$ cat src/rtl/cpu_pkg.sv
// Shared types and constants for the instruction fetch stage.
//   PC_W / INSTR_W / OPC_W : datapath widths
//   NOP                    : ADDI XZR,XZR,#0, used as the bubble instruction
//   RESET_VECTOR           : PC after reset
//   ifid_t                 : contents of the IF/ID pipeline register
package cpu_pkg;
  localparam int PC_W    = 64;
  localparam int INSTR_W = 32;
  localparam int OPC_W   = 11;

  localparam logic [INSTR_W-1:0] NOP          = 32'h910003FF;
  localparam logic [PC_W-1:0]    RESET_VECTOR = 64'h0;

  typedef struct packed {
    logic [INSTR_W-1:0] instr;
    logic [PC_W-1:0]    pc;
    logic               valid;
  } ifid_t;
endpackage

$ cat src/rtl/fetch_stage_if.sv
// Bus between the fetch stage and its environment (control, imem, decode).
//   master : fetch_stage side (drives instr_addr and the IF/ID outputs)
//   slave  : environment side (drives stall/redirect and instruction data)
interface fetch_stage_if;
  import cpu_pkg::*;

  logic                 stall;
  logic                 branch_taken;
  logic [PC_W-1:0]      branch_target;
  logic [PC_W-1:0]      instr_addr;
  logic [INSTR_W-1:0]   instr_rdata;
  logic [INSTR_W-1:0]   ifid_instr;
  logic [PC_W-1:0]      ifid_pc;
  logic                 ifid_valid;
  logic [OPC_W-1:0]     ifid_opcode;
  logic [31:0]          fetch_count;
  logic [31:0]          flush_count;

  modport master (
    input  stall, branch_taken, branch_target, instr_rdata,
    output instr_addr, ifid_instr, ifid_pc, ifid_valid, ifid_opcode,
           fetch_count, flush_count
  );

  modport slave (
    output stall, branch_taken, branch_target, instr_rdata,
    input  instr_addr, ifid_instr, ifid_pc, ifid_valid, ifid_opcode,
           fetch_count, flush_count
  );
endinterface

$ cat src/rtl/ifid_reg.sv
// IF/ID pipeline register with hold and flush.
//   clk, reset : clock, synchronous active-high reset
//   hold_i     : keep current contents
//   flush_i    : load a bubble (NOP, valid=0) tagged with d_i.pc; beats hold_i
//   d_i        : fetched instruction record
//   q_o        : registered record presented to decode
module ifid_reg
  import cpu_pkg::*;
(
  input  logic  clk,
  input  logic  reset,
  input  logic  hold_i,
  input  logic  flush_i,
  input  ifid_t d_i,
  output ifid_t q_o
);
  ifid_t q_q, q_d;

  always_comb begin
    q_d = q_q;
    if (flush_i) begin
      q_d.instr = NOP;
      q_d.pc    = d_i.pc;
      q_d.valid = 1'b0;
    end else if (!hold_i) begin
      q_d = d_i;
    end
  end

  always_ff @(posedge clk) begin
    if (reset) begin
      q_q.instr <= NOP;
      q_q.pc    <= '0;
      q_q.valid <= 1'b0;
    end else begin
      q_q <= q_d;
    end
  end

  assign q_o = q_q;
endmodule

$ cat src/rtl/fetch_stage.sv
// Instruction fetch stage: PC register, next-PC mux, IF/ID register and
// fetch/flush event counters.
//   clk, reset : clock, synchronous active-high reset
//   bus        : fetch_stage_if.master (stall/redirect in, imem addr/data,
//                IF/ID outputs, counters)
module fetch_stage
  import cpu_pkg::*;
(
  input  logic           clk,
  input  logic           reset,
  fetch_stage_if.master  bus
);
  logic [PC_W-1:0] pc_q, pc_d;
  logic [31:0]     fetch_cnt_q, fetch_cnt_d;
  logic [31:0]     flush_cnt_q, flush_cnt_d;
  logic            load_valid;
  ifid_t           ifid_d, ifid_q;

  // A redirect wins over a stall; only an unstalled, unredirected cycle
  // latches a real instruction.
  assign load_valid = !bus.branch_taken && !bus.stall;

  always_comb begin
    pc_d        = pc_q;
    fetch_cnt_d = fetch_cnt_q;
    flush_cnt_d = flush_cnt_q;
    if (bus.branch_taken) begin
      pc_d        = {bus.branch_target[PC_W-1:2], 2'b00};
      flush_cnt_d = flush_cnt_q + 32'd1;
    end else if (!bus.stall) begin
      pc_d        = pc_q + 64'd4;  // wraps naturally modulo 2^64
      fetch_cnt_d = fetch_cnt_q + 32'd1;
    end
  end

  always_ff @(posedge clk) begin
    if (reset) begin
      pc_q        <= RESET_VECTOR;
      fetch_cnt_q <= '0;
      flush_cnt_q <= '0;
    end else begin
      pc_q        <= pc_d;
      fetch_cnt_q <= fetch_cnt_d;
      flush_cnt_q <= flush_cnt_d;
    end
  end

  assign ifid_d.instr = bus.instr_rdata;
  assign ifid_d.pc    = pc_q;
  assign ifid_d.valid = 1'b1;

  ifid_reg u_ifid (
    .clk     (clk),
    .reset   (reset),
    .hold_i  (!load_valid),
    .flush_i (bus.branch_taken),
    .d_i     (ifid_d),
    .q_o     (ifid_q)
  );

  assign bus.instr_addr  = pc_q;
  assign bus.ifid_instr  = ifid_q.instr;
  assign bus.ifid_pc     = ifid_q.pc;
  assign bus.ifid_valid  = ifid_q.valid;
  assign bus.ifid_opcode = ifid_q.instr[INSTR_W-1 -: OPC_W];
  assign bus.fetch_count = fetch_cnt_q;
  assign bus.flush_count = flush_cnt_q;
endmodule

$ cat src/flat_wrapper.sv
// flat-port wrapper written by rule: the top's interface ports become plain ports
module fetch_stage_flat import cpu_pkg::*;
  (clk, reset, bus_stall, bus_branch_taken, bus_branch_target, bus_instr_rdata, bus_instr_addr, bus_ifid_instr, bus_ifid_pc, bus_ifid_valid, bus_ifid_opcode, bus_fetch_count, bus_flush_count);
  fetch_stage_if bus_i ();
  input  logic clk;
  input  logic reset;
  input wire logic [$bits(bus_i.stall)-1:0] bus_stall;
  input wire logic [$bits(bus_i.branch_taken)-1:0] bus_branch_taken;
  input wire logic [$bits(bus_i.branch_target)-1:0] bus_branch_target;
  input wire logic [$bits(bus_i.instr_rdata)-1:0] bus_instr_rdata;
  output wire logic [$bits(bus_i.instr_addr)-1:0] bus_instr_addr;
  output wire logic [$bits(bus_i.ifid_instr)-1:0] bus_ifid_instr;
  output wire logic [$bits(bus_i.ifid_pc)-1:0] bus_ifid_pc;
  output wire logic [$bits(bus_i.ifid_valid)-1:0] bus_ifid_valid;
  output wire logic [$bits(bus_i.ifid_opcode)-1:0] bus_ifid_opcode;
  output wire logic [$bits(bus_i.fetch_count)-1:0] bus_fetch_count;
  output wire logic [$bits(bus_i.flush_count)-1:0] bus_flush_count;
  assign bus_i.stall = bus_stall;
  assign bus_i.branch_taken = bus_branch_taken;
  assign bus_i.branch_target = bus_branch_target;
  assign bus_i.instr_rdata = bus_instr_rdata;
  assign bus_instr_addr = bus_i.instr_addr;
  assign bus_ifid_instr = bus_i.ifid_instr;
  assign bus_ifid_pc = bus_i.ifid_pc;
  assign bus_ifid_valid = bus_i.ifid_valid;
  assign bus_ifid_opcode = bus_i.ifid_opcode;
  assign bus_fetch_count = bus_i.fetch_count;
  assign bus_flush_count = bus_i.flush_count;
  fetch_stage u_core (.clk(clk), .reset(reset), .bus(bus_i));
endmodule
$ cat config.mk
export PLATFORM = sky130hd
export DESIGN_NAME = fetch_stage_flat
export DESIGN_NICKNAME = d
export VERILOG_FILES = /design/src/rtl/cpu_pkg.sv /design/src/rtl/fetch_stage_if.sv /design/src/rtl/ifid_reg.sv /design/src/rtl/fetch_stage.sv /design/src/flat_wrapper.sv
export SDC_FILE = /design/constraint.sdc
export NUM_CORES = 1
export LEC_CHECK = 0
export CORE_MARGIN = 1
export CORE_UTILIZATION = 49
export CTS_BUF_LIST = sky130_fd_sc_hd__clkbuf_8
export DETAILED_ROUTE_END_ITERATION = 8
export GPL_ROUTABILITY_DRIVEN = 0
export PLACE_DENSITY_LB_ADDON = 0.3
export SLEW_MARGIN = 5
export SYNTH_ARGS = -nofsm -noshare
export SYNTH_HDL_FRONTEND = slang
export SYNTH_HIERARCHICAL = 1
export SYNTH_SLANG_ARGS = --single-unit
$ cat constraint.sdc
create_clock -name clk -period 2.5 [get_ports clk]
set_input_delay 0.5 -clock clk [delete_from_list [all_inputs] [get_ports clk]]
set_output_delay 0.5 -clock clk [all_outputs]
set_load 0.05 [all_outputs]
==> summary.md, run 1 <==
| Metric | Value |
|---|---|
| R2R depth | 5 |
| Vias | 10,900 |
| Flops & latches, synth | 223 |
| Clk pin slew, worst setup/hold paths | 0.06 ns |
| Slowest CP cell | clkdlybuf4s50_1 |
| First-pass GRT wire length | 54,200 um |
| WL/cell | 18.4 um |
| Final net count | 1,705 |
| HPWL after DPL | 25,200 um |
| Initial antenna violation count | 1 |
| Worst r2r src | u_core/bus.instr_addr[20]$_SDFFE_PP0P_ |
| Vias in the first global route | 10,300 |
| Min-delay src | reset |
| Sequential power share | 0.451 |
| Final setup violation count | 0 |
| WP buf/inv | 2 |
| Slew @ Worst Pin | 0.568 ns |
| Slew Limit Fails | 0 |
| WP data arrival | 1.92 ns |
| Hold Path Class | in2reg |
| Number of placed I/O pins | 336 |
| Initial DRC count | 743 |
| Rel. slew slack | 0.620 |
| Cell Chain, Critical Path | buf_4 > clkdlybuf4s50_1 |
| Post-Syn Area per Cell | 8.87 um^2 |
| Worst R2R End | u_core/bus.instr_addr[52]$_SDFFE_PP0P_ |
| Layout cells sized above 1 | 0.114 |
| Sequential share of the synthesized area | 0.409 |
| Post-route ant nets | 0 |
| Num CTS Buffers | 40 |
| TritonCTS Sinks | 223 |
| # DRC | 0 |
| Worst-skew pair later-pin latency | 0.53 ns |
| Critical Path RT | 2.00 ns |
| Initial Util | 0.501 |
| FILL cells | 1,709 |
| LEAKAGE | 5.58 nW |
| Post-Syn Instances | 1,231 |
| Peak supply drop | 0.000326 V |
| Total track usage | 0.298 |
| Final worst slack | 0.0797 ns |
| Cell area after placement | 14,800 um^2 |
| Die area | 22,900 um^2 |
| Yosys synthesis warning count | 6 |
| Asr flop ratio synth | 0 |
| CP Class | reg2out |
| RSZ-0062 raised after global routing | false |
| # H-tree levels | 2 |
| Post-synth top area share | 0.409 |
| Clock Path Buffers | 3 |
| Largest area contributor in the netlist | dfxtp_1 |
| Total wire length | 35,100 um |
| P_sw | 0.00253 W |
| Via density | 5.71 |
| Chip width | 151 um |
| Pint | 0.00596 W |
| Grt ovf | 0 |
| R2R Setup Slk | 0.14 ns |
| Sw Ratio | 0.298 |
| Largest stage delay, worst path | 0.81 ns |
| Router iterations before antenna repair | 5 |
| Max Cap Viol | 0 |
| Worst Path Max Fanout | 4 |
| Tcrit/Tclk final | 0.968 |
| Startpoint Class | register |
| Max Clock Freq | 413 MHz |
| CTS Root Cell | clkbuf_8 |
| Area delta synth->final | 42.3% |
| Status | finished clean |
| Design area | 15,500 um^2 |
| Yosys cell types | 66 |
| Post-synth EDFFs | 0 |
| Main synth FF type | dfxtp_1 |
| Hold endpoint | u_core/bus.fetch_count[3]$_SDFFE_PP0P_ |
| Crit. End Element | primary output |
| Final Hold Fails | 0 |
| Core area | 21,800 um^2 |
| CTS tree | done |
| Power, Total | 0.00849 W |
| Area of the mapped netlist | 10,900 um^2 |
| Largest cells by area after synthesis | dfxtp_1 (41%), nand4bb_1 (6.6%), nor2_1 (4.7%) |
| Die H | 151 um |
| Post-CTS Setup Bufs | 0 |
| Row cnt | 54 |
| Final Skew | 0.0190 ns |
| PwrDens | 546 nW/um^2 |
| Logic pwr share | 0.182 |
| Clock Power Share | 0.367 |
| Hold Path Cell Cnt | 2 |
| Dpl ws | -0.248 ns |
| Tmin final | 2.42 ns |
| IO Port Bufs | 331 |
| Family with the most delay on the worst path | buffers and inverters |
| Largest net degree at the start of global routing | 121 |
-- cell usage after synthesis, types with 14 or more instances --
master / number
dfxtp_1: 223
nor2_1: 137
nand2b_1: 67
nand2_1: 66
nand4bb_1: 64
nand3_1: 57
clkbuf_1: 50
o21ai_1: 40
o21ai_0: 39
xnor2_1: 39
mux2i_1: 37
nand4_1: 35
xor2_1: 33
a21oi_1: 30
or3_1: 29
nor3_1: 24
a211oi_1: 23
inv_1: 23
nor4_1: 20
o21ai_2: 20
a311oi_1: 19
buf_4: 14
-- power by group through the flow --
stage | registers [W] | logic (W) | clock network, W
after floorplan | 0.00435 | 0.000467 | 0
after global placement | 0.00390 | 0.00153 | 0
after detailed placement | 0.00390 | 0.00154 | 0
after CTS | 0.00383 | 0.00155 | 0.00320
after global routing | 0.00385 | 0.00163 | 0.00335
final | 0.00383 | 0.00155 | 0.00311
-- flip-flops by register name, summed over array words and instances, names as in the netlist --
| name | count |
|---|---|
| u_core/u_ifid/q_o | 97 |
| u_core/bus.instr_addr | 62 |
| u_core/bus.fetch_count | 32 |
| u_core/bus.flush_count | 32 |
-- through the flow --
step                      setup TNS (ns)  utilization  std cells  hold slack (ns)
after floorplan                        0            -       1234            0.623
after global placement             -2.52        0.679       1840            0.454
after detailed placement           -4.00        0.679       1840            0.465
after CTS                              0        0.712       1906            0.380
after global routing                   0        0.712       1907            0.406
final                                  0        0.712       1907            0.406
-- per-layer routing --
metal	GRT usage	wire length (um)	vias to the layer above	share of wire
met2	0.491	16700	451	0.47
met5	0	0	-	0
li1	-	-	5179	-
met1	0.372	14100	5169	0.40
met4	0.121	1160	0	0.033
met3	0.0708	3140	87	0.089
-- what timing repair did --
action                     CTS  global route
gates resized for setup      1             1
setup endpoints to repair    1             1
hold buffers                 0             0
-- cells by family (layout without fill, tap and decap cells) --
| kind of cell | Yosys count | count (layout) | synth area share |
|---|---|---|---|
| AND/OR/NAND/NOR | 572 | 572 | 0.317 |
| flip-flops | 223 | 223 | 0.409 |
| AO/OA/AOI/OAI | 205 | 205 | 0.122 |
| buffers and inverters | 116 | 508 | 0.0550 |
| XOR/XNOR | 72 | 72 | 0.0577 |
| multiplexers | 38 | 38 | 0.0349 |
| adder cells (fa/ha/maj) | 3 | 3 | 0.00344 |
| other | 2 | 6 | 0.000687 |
-- worst max-delay path by stage --
stage                     slack, ns  depth (start not counted)                                      to                                   start
after floorplan                0.02                          5  u_core/bus.instr_addr[37]$_SDFFE_PP0P_  u_core/bus.instr_addr[19]$_SDFFE_PP0P_
after global placement        -0.18                          7  u_core/bus.instr_addr[50]$_SDFFE_PP0P_                               bus_stall
after detailed placement      -0.25                          7  u_core/bus.instr_addr[54]$_SDFFE_PP0P_                               bus_stall
after CTS                      0.02                          2                      bus_instr_addr[48]  u_core/bus.instr_addr[48]$_SDFFE_PP0P_
after global routing           0.01                          6  u_core/bus.instr_addr[53]$_SDFFE_PP0P_  u_core/bus.instr_addr[20]$_SDFFE_PP0P_
final                          0.08                          2                      bus_instr_addr[27]  u_core/bus.instr_addr[27]$_SDFFE_PP0P_
-- worst register-to-register path: cells and delay by family, from the launching register on --
family	cells	cell delay, ns
flops	1	0.38
simple gates	4	1.62
compound gates	1	0.26
-- layout make-up --
cell class / instances / area, um^2 / area share
Multi-Input combinational cell: 895 / 5870 / 0.378
Sequential cell: 223 / 4470 / 0.287
Timing Repair Buffer: 419 / 4050 / 0.260
Clock buffer: 46 / 633 / 0.0407
Tap cell: 280 / 350 / 0.0225
Inverter: 23 / 88.8 / 0.00571
Clock inverter: 20 / 85.1 / 0.00547
Antenna cell: 1 / 2.50 / 0.000161
-- layout by cell type, fill, tap and decap left out, drive strengths merged, types with 3 or more instances in the layout --
| cell | n |
|---|---|
| inv | 39 |
| ha | 3 |
| xor2 | 33 |
| or2 | 3 |
| a21oi | 30 |
| buf | 90 |
| and3 | 12 |
| nor2 | 138 |
| a211oi | 23 |
| o21ai | 99 |
| or4 | 14 |
| nand4bb | 64 |
| nor3 | 28 |
| nor4 | 22 |
| conb | 5 |
| clkbuf | 46 |
| o31ai | 12 |
| a311oi | 19 |
| a31oi | 4 |
| xnor2 | 39 |
| clkdlybuf4s50 | 327 |
| nand4 | 38 |
| nand4b | 4 |
| nand2b | 67 |
| nand3 | 59 |
| or3 | 30 |
| and4 | 11 |
| mux2i | 37 |
| and2 | 9 |
| dfxtp | 223 |
| nand2 | 66 |
No activity file was read; power rests on OpenSTA's default activity.
==> run 2, diff against run 1 <==
--- a/config.mk
+++ b/config.mk
@@ -5,8 +5,9 @@
 export SDC_FILE = /design/constraint.sdc
 export NUM_CORES = 1
 export LEC_CHECK = 0
+export ABC_AREA = 1
 export CORE_MARGIN = 1
-export CORE_UTILIZATION = 49
+export CORE_UTILIZATION = 50
 export CTS_BUF_LIST = sky130_fd_sc_hd__clkbuf_8
 export DETAILED_ROUTE_END_ITERATION = 8
 export GPL_ROUTABILITY_DRIVEN = 0
==> summary.md, run 2 <==
| Metric | Value |
|---|---|
| Startpoint Class | register |
| HPWL after DPL | 28,500 um (+13%) |
| Initial Util | 0.512 (+0.0113) |
| Max Clock Freq | 415 MHz (+0.33%) |
| Hold buffer count at cts | 0 (unchanged) |
| R2R depth | 10 (+5) |
| Dpl ws | 0.0720 ns (+0.320 ns) |
| Post-synth top cells | nand2_1 (575), nor2_1 (347), dfxtp_1 (223) |
| Clock Path Buffers | 3 (unchanged) |
| # DRC | 0 (unchanged) |
| Worst r2r src | u_core/bus.instr_addr[2]$_SDFFE_PP0P_ |
| Final Skew | 0.0209 ns (+0.00186 ns) |
| Cell Chain, Critical Path | clkdlybuf4s50_1 |
| Final worst slack | 0.0876 ns (+0.00788 ns) |
| Crit. End Element | primary output |
| Slowest CP cell | clkdlybuf4s50_1 |
| Yosys synthesis warning count | 6 (unchanged) |
| Worst R2R End | u_core/bus.instr_addr[40]$_SDFFE_PP0P_ |
| Commonest non-fill, non-tap cells in the layout | nand2_1 (575), nor2_1 (347), clkdlybuf4s50_1 (329) |
| CP Class | reg2out |
| Yosys cell types | 39 (-41%) |
| Post-route ant nets | 0 (unchanged) |
| Post-synth EDFFs | 0 (unchanged) |
| Peak supply drop | 0.000362 V (+11%) |
| Commonest non-fill, non-tap cell in the layout | nand2_1 |
| Sequential share of the synthesized area | 0.370 (-0.0382) |
| Via density | 5.16 (-9.7%) |
| CTS tree | done |
| Post-CTS Setup Bufs | 0 (unchanged) |
| Hold Path Class | in2reg |
| Top-count cell post-synth | nand2_1 |
| Number of placed I/O pins | 336 (unchanged) |
| Clk pin slew, worst setup/hold paths | 0.06 ns (about the same) |
| R2R Setup Slk | 0.46 ns (+0.32 ns) |
| Min-delay src | reset |
| WL/cell | 14.9 um (-19%) |
| Asr flop ratio synth | 0 (unchanged) |
| Largest area contributor in the netlist | dfxtp_1 |
| Die H | 157 um (+3.9%) |
| IO Port Bufs | 331 (unchanged) |
| Max Cap Viol | 0 (unchanged) |
| Vias | 13,400 (+23%) |
| Final setup violation count | 0 (unchanged) |
| Row cnt | 56 (+3.7%) |
| First-pass GRT wire length | 60,600 um (+12%) |
| # H-tree levels | 2 (unchanged) |
| Initial DRC count | 1,013 (+36%) |
| Largest stage delay, worst path | 0.88 ns (+0.07 ns) |
| Largest cells by area after synthesis | dfxtp_1 (37%), nand2_1 (18%), nor2_1 (11%) |
| Final Hold Fails | 0 (unchanged) |
| Vias in the first global route | 12,400 (+21%) |
| Rel. slew slack | 0.462 (-0.158) |
| Router iterations before antenna repair | 5 (unchanged) |
| Tcrit/Tclk final | 0.965 (-0.00315) |
| Critical Path RT | 2.00 ns (about the same) |
| Status | finished clean |
| WP buf/inv | 1 (-1) |
| Core area | 23,500 um^2 (+7.9%) |
| Family with the most delay on the worst path | buffers and inverters |
| TritonCTS Sinks | 223 (unchanged) |
| Total track usage | 0.305 (+0.00688) |
| Post-Syn Area per Cell | 6.20 um^2 (-30%) |
| Post-synth top area share | 0.370 (-0.0382) |
| Number of cells upsized or downsized after cts | 0 (-1) |
| Total wire length | 38,900 um (+11%) |
| Design area | 16,300 um^2 (+5.1%) |
| Worst-skew pair later-pin latency | 0.53 ns (about the same) |
| LEAKAGE | 6.36 nW (+14%) |
| Initial antenna violation count | 5 (+4) |
| Die area | 24,700 um^2 (+8.0%) |
| Grt ovf | 0 (unchanged) |
| CTS Root Cell | clkbuf_8 |
| Largest net degree at the start of global routing | 77 (-36%) |
| Slew @ Worst Pin | 0.807 ns (+0.239 ns) |
| Worst Path Max Fanout | 6 (+2) |
| Cell area after placement | 15,600 um^2 (+5.2%) |
| Flops & latches, synth | 223 (unchanged) |
| Chip width | 157 um (+3.9%) |
| Hold Path Cell Cnt | 4 (+2) |
| Tmin final | 2.41 ns (-0.00788 ns) |
| Area delta synth->final | 35.5% |
| WP data arrival | 1.91 ns (about the same) |
| Max FFs per register | 97 (unchanged) |
| Final net count | 2,367 (+39%) |
| PwrDens | 537 nW/um^2 (-1.8%) |
| Main synth FF type | dfxtp_1 |
| Num CTS Buffers | 39 (-2.5%) |
| Layout cells sized above 1 | 0.0617 (-0.0527) |
| Post-Syn Instances | 1,945 (+58%) |
| Hold endpoint | u_core/u_ifid/q_o[5]$_SDFFE_PP0P_ |
| TNS Setup | 0 ns (unchanged) |
| Area of the mapped netlist | 12,100 um^2 (+10%) |
| RSZ-0062 raised after global routing | false |
| Slew Limit Fails | 0 (unchanged) |
## run 2: through the flow
step	hold WS, ns	util	total power (W)	instances
5_1_grt	0.436	0.694	0.00912	2604
6_report	0.426	0.694	0.00877	2606
2_1_floorplan	0.613	-	0.00497	1948
3_3_place_gp	0.450	0.663	0.00557	2542
4_1_cts	0.403	0.694	0.00883	2603
3_5_place_dp	0.457	0.663	0.00560	2542
## run 2: cells by family after synthesis
group | after synthesis | synth area share
AND/OR/NAND/NOR | 1153 | 0.403
other | 2 | 0.000623
adder cells (fa/ha/maj) | 3 | 0.00311
XOR/XNOR | 29 | 0.0211
buffers and inverters | 314 | 0.107
flip-flops | 223 | 0.370
AO/OA/AOI/OAI | 221 | 0.0946
## run 2: worst max-delay path by stage
stage               slack [ns]                                endpoint                                   start  depth (start not counted)
floorplan                 0.41  u_core/bus.instr_addr[32]$_SDFFE_PP0P_   u_core/bus.instr_addr[2]$_SDFFE_PP0P_                          9
global placement          0.12       u_core/u_ifid/q_o[1]$_SDFFE_PP0P_                               bus_stall                          8
detailed placement        0.07      u_core/u_ifid/q_o[30]$_SDFFE_PP0P_                               bus_stall                          8
CTS                       0.06                      bus_instr_addr[42]  u_core/bus.instr_addr[42]$_SDFFE_PP0P_                          1
global route              0.03                      bus_fetch_count[2]  u_core/bus.fetch_count[2]$_SDFFE_PP0P_                          1
finish                    0.09                      bus_instr_addr[42]  u_core/bus.instr_addr[42]$_SDFFE_PP0P_                          1
## run 2: layout make-up
type / instances / area, um^2
diodes: 3 / 7.51
clock buffers: 46 / 633
clock inverters: 15 / 95.1
fillers: 2068 / 7210
inverters: 230 / 865
multi-input cells: 1411 / 6310
flip-flops and latches: 223 / 4460
well taps: 319 / 399
repair buffers: 359 / 3560
## run 2: metal layers
metal | up-vias | global-route usage | wire length (um)
met5 | - | 0 | 27
met4 | 4 | 0.141 | 1450
met3 | 98 | 0.0672 | 3360
met2 | 587 | 0.538 | 18900
met1 | 6048 | 0.349 | 15200
li1 | 6697 | - | -
## run 2: where the power goes
part	switching, W	total (W)	internal, W
combinational	0.00107	0.00167	0.000595
clock	0.00148	0.00323	0.00175
sequential	0.000162	0.00387	0.00371
